--- config.mk ---
export PLATFORM = sky130hd
export DESIGN_NAME = ifid_skid_stage
export DESIGN_NICKNAME = d
export VERILOG_FILES = /design/src/rtl/ifid_skid_stage.sv
export SDC_FILE = /design/constraint.sdc
export NUM_CORES = 1
export LEC_CHECK = 0
export ABC_AREA = 1
export BUFFER_PORTS_ARGS = -buffer_cell sky130_fd_sc_hd__buf_2
export CAP_MARGIN = 20
export CORE_AREA = 5 5 151 153
export DETAILED_ROUTE_END_ITERATION = 6
export DIE_AREA = 0 0 156 158
export MAX_ROUTING_LAYER = met4
export PLACE_DENSITY = 0.75
export SYNTH_ARGS = -nofsm -noshare
export SYNTH_HDL_FRONTEND = slang
export SYNTH_SLANG_ARGS = --single-unit
export TNS_END_PERCENT = 30
--- constraint.sdc ---
create_clock -name CLK -period 1.9 [get_ports CLK]
set_clock_uncertainty 0.15 [all_clocks]
set_input_delay 0.38 -clock CLK [delete_from_list [all_inputs] [get_ports CLK]]
set_output_delay 0.38 -clock CLK [all_outputs]
set_load 0.005 [all_outputs]
--- src/rtl/ifid_skid_stage.sv ---
// rtl/ifid_skid_stage.sv - IF/ID pipeline stage with 2-entry skid buffer (optional counters: IFID_PERF_CNT_EN)
module ifid_skid_stage #(
  parameter int              XLEN    = 32,
  parameter int              INS_W   = 32,
  parameter logic [INS_W-1:0] NOP_INS = INS_W'(32'h00000013),
  parameter int              CNT_W   = 16
) (
  input  logic             CLK,
  input  logic             reset,
  input  logic             flush,
  input  logic             in_valid,
  output logic             in_ready,
  input  logic [INS_W-1:0] in_ins,
  input  logic [XLEN-1:0]  in_pc,
  input  logic [XLEN-1:0]  in_pc_plus4,
  output logic             out_valid,
  input  logic             out_ready,
  output logic [INS_W-1:0] out_ins,
  output logic [XLEN-1:0]  out_pc,
  output logic [XLEN-1:0]  out_pc_plus4,
  output logic [CNT_W-1:0] stall_cnt,
  output logic [CNT_W-1:0] flush_cnt
);

  // Occupancy: EMPTY = nothing held, ONE = main only, FULL = main and skid.
  typedef enum logic [1:0] {
    ST_EMPTY = 2'd0,
    ST_ONE   = 2'd1,
    ST_FULL  = 2'd2
  } state_t;

  state_t state, state_nxt;

  logic main_valid;
  logic skid_valid;
  logic accept;
  logic consume;

  logic load_main_in;
  logic load_skid_in;
  logic move_skid;

  logic [INS_W-1:0] main_ins, skid_ins;
  logic [XLEN-1:0]  main_pc, skid_pc;
  logic [XLEN-1:0]  main_pc4, skid_pc4;

  assign main_valid = (state != ST_EMPTY);
  assign skid_valid = (state == ST_FULL);

  // Ready comes only from registered occupancy, so decode backpressure never reaches fetch combinationally.
  assign in_ready  = !skid_valid;
  assign out_valid = main_valid;

  assign accept  = in_valid & in_ready;
  assign consume = out_valid & out_ready;

  // Occupancy register; reset wins over everything.
  always_ff @(posedge CLK) begin
    if (reset) begin
      state <= ST_EMPTY;
    end else begin
      state <= state_nxt;
    end
  end

  // Next occupancy and payload steering; flush drops everything, including a same-cycle accept.
  always_comb begin
    state_nxt    = state;
    load_main_in = 1'b0;
    load_skid_in = 1'b0;
    move_skid    = 1'b0;
    if (flush) begin
      state_nxt = ST_EMPTY;
    end else begin
      unique case (state)
        ST_EMPTY: begin
          if (accept) begin
            state_nxt    = ST_ONE;
            load_main_in = 1'b1;
          end
        end
        ST_ONE: begin
          if (accept && consume) begin
            state_nxt    = ST_ONE;
            load_main_in = 1'b1;
          end else if (accept) begin
            state_nxt    = ST_FULL;
            load_skid_in = 1'b1;
          end else if (consume) begin
            state_nxt = ST_EMPTY;
          end
        end
        ST_FULL: begin
          if (consume) begin
            state_nxt = ST_ONE;
            move_skid = 1'b1;
          end
        end
        default: begin
          state_nxt = ST_EMPTY;
        end
      endcase
    end
  end

  // Main payload: loads from fetch or from skid, otherwise holds.
  always_ff @(posedge CLK) begin
    if (reset) begin
      main_ins <= NOP_INS;
      main_pc  <= '0;
      main_pc4 <= '0;
    end else if (load_main_in) begin
      main_ins <= in_ins;
      main_pc  <= in_pc;
      main_pc4 <= in_pc_plus4;
    end else if (move_skid) begin
      main_ins <= skid_ins;
      main_pc  <= skid_pc;
      main_pc4 <= skid_pc4;
    end
  end

  // Skid payload: captures the entry that arrived while decode was stalled.
  always_ff @(posedge CLK) begin
    if (reset) begin
      skid_ins <= NOP_INS;
      skid_pc  <= '0;
      skid_pc4 <= '0;
    end else if (load_skid_in) begin
      skid_ins <= in_ins;
      skid_pc  <= in_pc;
      skid_pc4 <= in_pc_plus4;
    end
  end

  // Bubble values whenever nothing valid sits in main.
  always_comb begin
    out_ins      = NOP_INS;
    out_pc       = '0;
    out_pc_plus4 = '0;
    if (main_valid) begin
      out_ins      = main_ins;
      out_pc       = main_pc;
      out_pc_plus4 = main_pc4;
    end
  end

`ifdef IFID_PERF_CNT_EN
  logic [CNT_W-1:0] stall_q;
  logic [CNT_W-1:0] flush_q;

  // Saturating event counters; flush leaves them alone, only reset clears.
  always_ff @(posedge CLK) begin
    if (reset) begin
      stall_q <= '0;
      flush_q <= '0;
    end else begin
      if (main_valid && !out_ready && (stall_q != {CNT_W{1'b1}})) begin
        stall_q <= stall_q + CNT_W'(1);
      end
      if (flush && (main_valid || skid_valid) && (flush_q != {CNT_W{1'b1}})) begin
        flush_q <= flush_q + CNT_W'(1);
      end
    end
  end

  assign stall_cnt = stall_q;
  assign flush_cnt = flush_q;
`else
  assign stall_cnt = '0;
  assign flush_cnt = '0;
`endif

endmodule
==> run_results.csv <==
group,metric,value,unit
finish,multiInputGateArea,0.00424,mm²
grt,grt_use_met2,35.3,%
setup_path,crit_type,"register to output pin",
grt,track_usage,21.6,%
grt,grtUsageMet3,2.84,%
grt,antenna_found_initial,1,
cts,ctsHoldBuffers,0,
routing,ant_nets,0,
yosys,synthMostInstantiatedCell,"nand3_1",
timing,tns,-7.10,ns
cts,h-tree-depth,4,
status,failed_checks,"setup timing",
setup_path,start_kind,"register",
cts,cts_tree,"done",
routing,wirelength,26.3,mm
floorplan,dieArea,0.0246,mm²
yosys,yosysTopAreaCellShare,41.2,%
grt,grt_max_degree,95,
cts,worstSkewPairLatency,0.42,ns
yosys,synthTopCellsByArea,"dfxtp_1 (41%), nand3_1 (16%), a21oi_1 (10%)",
floorplan,core_area,0.0214,mm²
yosys,syn_area_per_cell,6.62,µm²
floorplan,io_pins,231,
yosys,yosysSeqAreaShare,41.2,%
setup_path,crit_arrival,1.47,ns
floorplan,num_rows,54,
yosys,synth_cells,1425,
placement,place.gp.congestion,0.787,
routing,dr.first_iter.drc_count,601,
setup_path,end_kind,"output pin",
timing,timing.final.ws_setup,-0.0980,ns
setup_path,crit_slowest_cell,"dfxtp_4",
routing,drc,0,
finish,layout-drive-gt1-share,18.7,%
floorplan,start_util,44.1,%
placement,placed_area,0.0107,mm²
finish,regArea,0.00389,mm²
grt,grt_pass1_wl,42.8,mm
placement,place.port_buffers,198,
cts,cts.sink_count,194,
yosys,ys_ff_latch,194,
yosys,syn-cell-area,0.00944,mm²
timing,rsz0062_at_grt,"yes",
finish,finish.instance_area,0.0115,mm²
cts,cts-root-buf,"clkbuf_16",
run,maxCapViolCount,0,
timing,finalCriticalPeriod,2.00,ns
cts,clockBufferDepth,2,
yosys,synth_edf_count,0,
setup_path,path_cells,"nor2_4 -> buf_12 -> buf_8 -> or2_4 -> buf_6",
grt,grt_pass1_vias,8706,
power,ir_worst_vdd,571,µV
finish,layout.nets,1667,
routing,num_vias,9440,
cts,clk_pin_slew,0.07,ns
setup_path,crit_buf_inv,3,
placement,hpwl,16.6,mm
grt,met1_usage,27.6,%
timing,fin_crit_sh,105,%
yosys,synth_top_area_cell,"dfxtp_1",
grt,overflow,0,
setup_path,crit_fanout,6,
finish,nFillCells,2132,
routing,post_drt_wl_per_cell,14.2,µm
floorplan,fp.dieH,158,µm
yosys,async_reset_ff_share,0,%
timing,max_freq,0.501,GHz
grt,top_usage_layer,"met2",
power,cellLeakagePower,5.53,nW
setup_path,crit_family,"buffers and inverters",
cts,numCtsBuffers,17,
yosys,ys_warn_count,0,
power,p_total,8.99,mW
status,status,"complete, but fails checks",
routing,drtPass1Iterations,5,
floorplan,die_w,156,µm
timing,slew_violations,0,
finish,syn2layout_area_growth,22.0,%
timing,setup_violations,97,
setup_path,worst_path_largest_cell_delay,0.38,ns
routing,via_per_inst,5.08,
yosys,synthTopCellsByCount,"nand3_1 (293), nand2_1 (201), dfxtp_1 (194), inv_1 (191), a21oi_1 (188)",
setup_path,required,1.37,ns
yosys,yosysUniqueCellTypes,19,
worst_hold_path,hold_class,"input pin to register",
power,power.density,781,mW/mm²
yosys,ys.flop_type,"dfxtp_1",
timing,final-hold-violation-count,0,
timing,fin_hold_ws,0.0442,ns
## kinds of logic (layout without fill, tap and decap cells)
kind of cell           after synthesis  in the layout  share of synthesized area [%]
AND/OR/NAND/NOR                    598            598                           27.9
buffers and inverters              347            470                           15.7
other                                1             33                         0.0397
flip-flops                         194            194                           41.2
AO/OA/AOI/OAI                      285            285                           15.1
## placed cells by master, fill, tap and decap left out, types with 3 or more instances in the layout
cell type	instances
buf_4	17
o21ai_1	69
clkinvlp_4	4
nand2_4	3
nor2_2	4
buf_16	3
dfxtp_1	192
nor2_4	4
conb_1	32
buf_2	194
or2_4	3
buf_12	23
clkbuf_16	17
a21oi_1	188
nor2_1	92
nand3_1	293
nand2_1	198
o21ai_0	27
inv_2	4
inv_1	189
buf_6	6
## through the flow
step | utilization [%] | std cells | setup slack (ns)
finish | 53.8 | 1860 | -0.0980
global route | 53.8 | 1860 | -0.160
CTS | 53.7 | 1859 | -0.116
detailed placement | 49.9 | 1817 | 0.0530
global placement | 49.9 | 1817 | 0.0969
floorplan | - | 1456 | 0.185
## area by class of cell
class	count	area share, %
clock buffers	20	3.88
diodes	1	0.0217
flip-flops and latches	194	33.8
inverters	194	6.34
multi-input cells	915	36.8
clock inverters	12	1.11
repair buffers	244	15.0
well taps	280	3.04
## metal layers
metal  share of wire, %  vias to the layer above  routed length [µm]
met2                 48                      300               12600
li1                   -                     4811                   -
met3                5.7                       44                1500
met5                  0                        -                   0
met1                 44                     4285               11500
met4                2.5                        0                 659
## path summary, 6_finish.rpt
path | to | slack [ns] | cells after the start | start
min | skid_ins[4]$_SDFFE_PP1P_ | 0.04 | 3 | in_ins[4]
max reg2reg | skid_pc[28]$_SDFFE_PP0P_ | 0.09 | 8 | state[0]$_SDFFE_PP0P_
max | out_ins[0] | -0.1 | 5 | state[1]$_SDFFE_PP0P_
min reg2reg | skid_ins[1]$_SDFFE_PP1P_ | 0.33 | 2 | skid_ins[1]$_SDFFE_PP1P_
## report_power, final
group          leakage, nW  switching (mW)  internal (mW)  total (mW)
registers             1.58          0.0885           4.24        4.33
clock network        0.268            1.66           1.87        3.53
logic                 3.68           0.697          0.436        1.13
total                 5.53            2.44           6.55        8.99
## worst reg2reg max path: cells and delay by family, from the launching register on
family,cells,cell delay [ns]
simple gates,3,0.38
buf+inv,3,0.48
flops,1,0.36
compound gates,2,0.38
## state kept, by name, summed over array words and instances (netlist names)
register / count
main_ins: 32
main_pc4: 32
main_pc: 32
skid_ins: 32
skid_pc4: 32
skid_pc: 32
state: 2
## what timing repair did
action	in CTS	in global routing
buffers inserted	6	1
gates cloned	4	0
pin swaps	3	0
setup endpoints to repair	98	110
hold endpoints to repair	0	0
resized for setup	30	10
(Power assumes the default switching activity.)
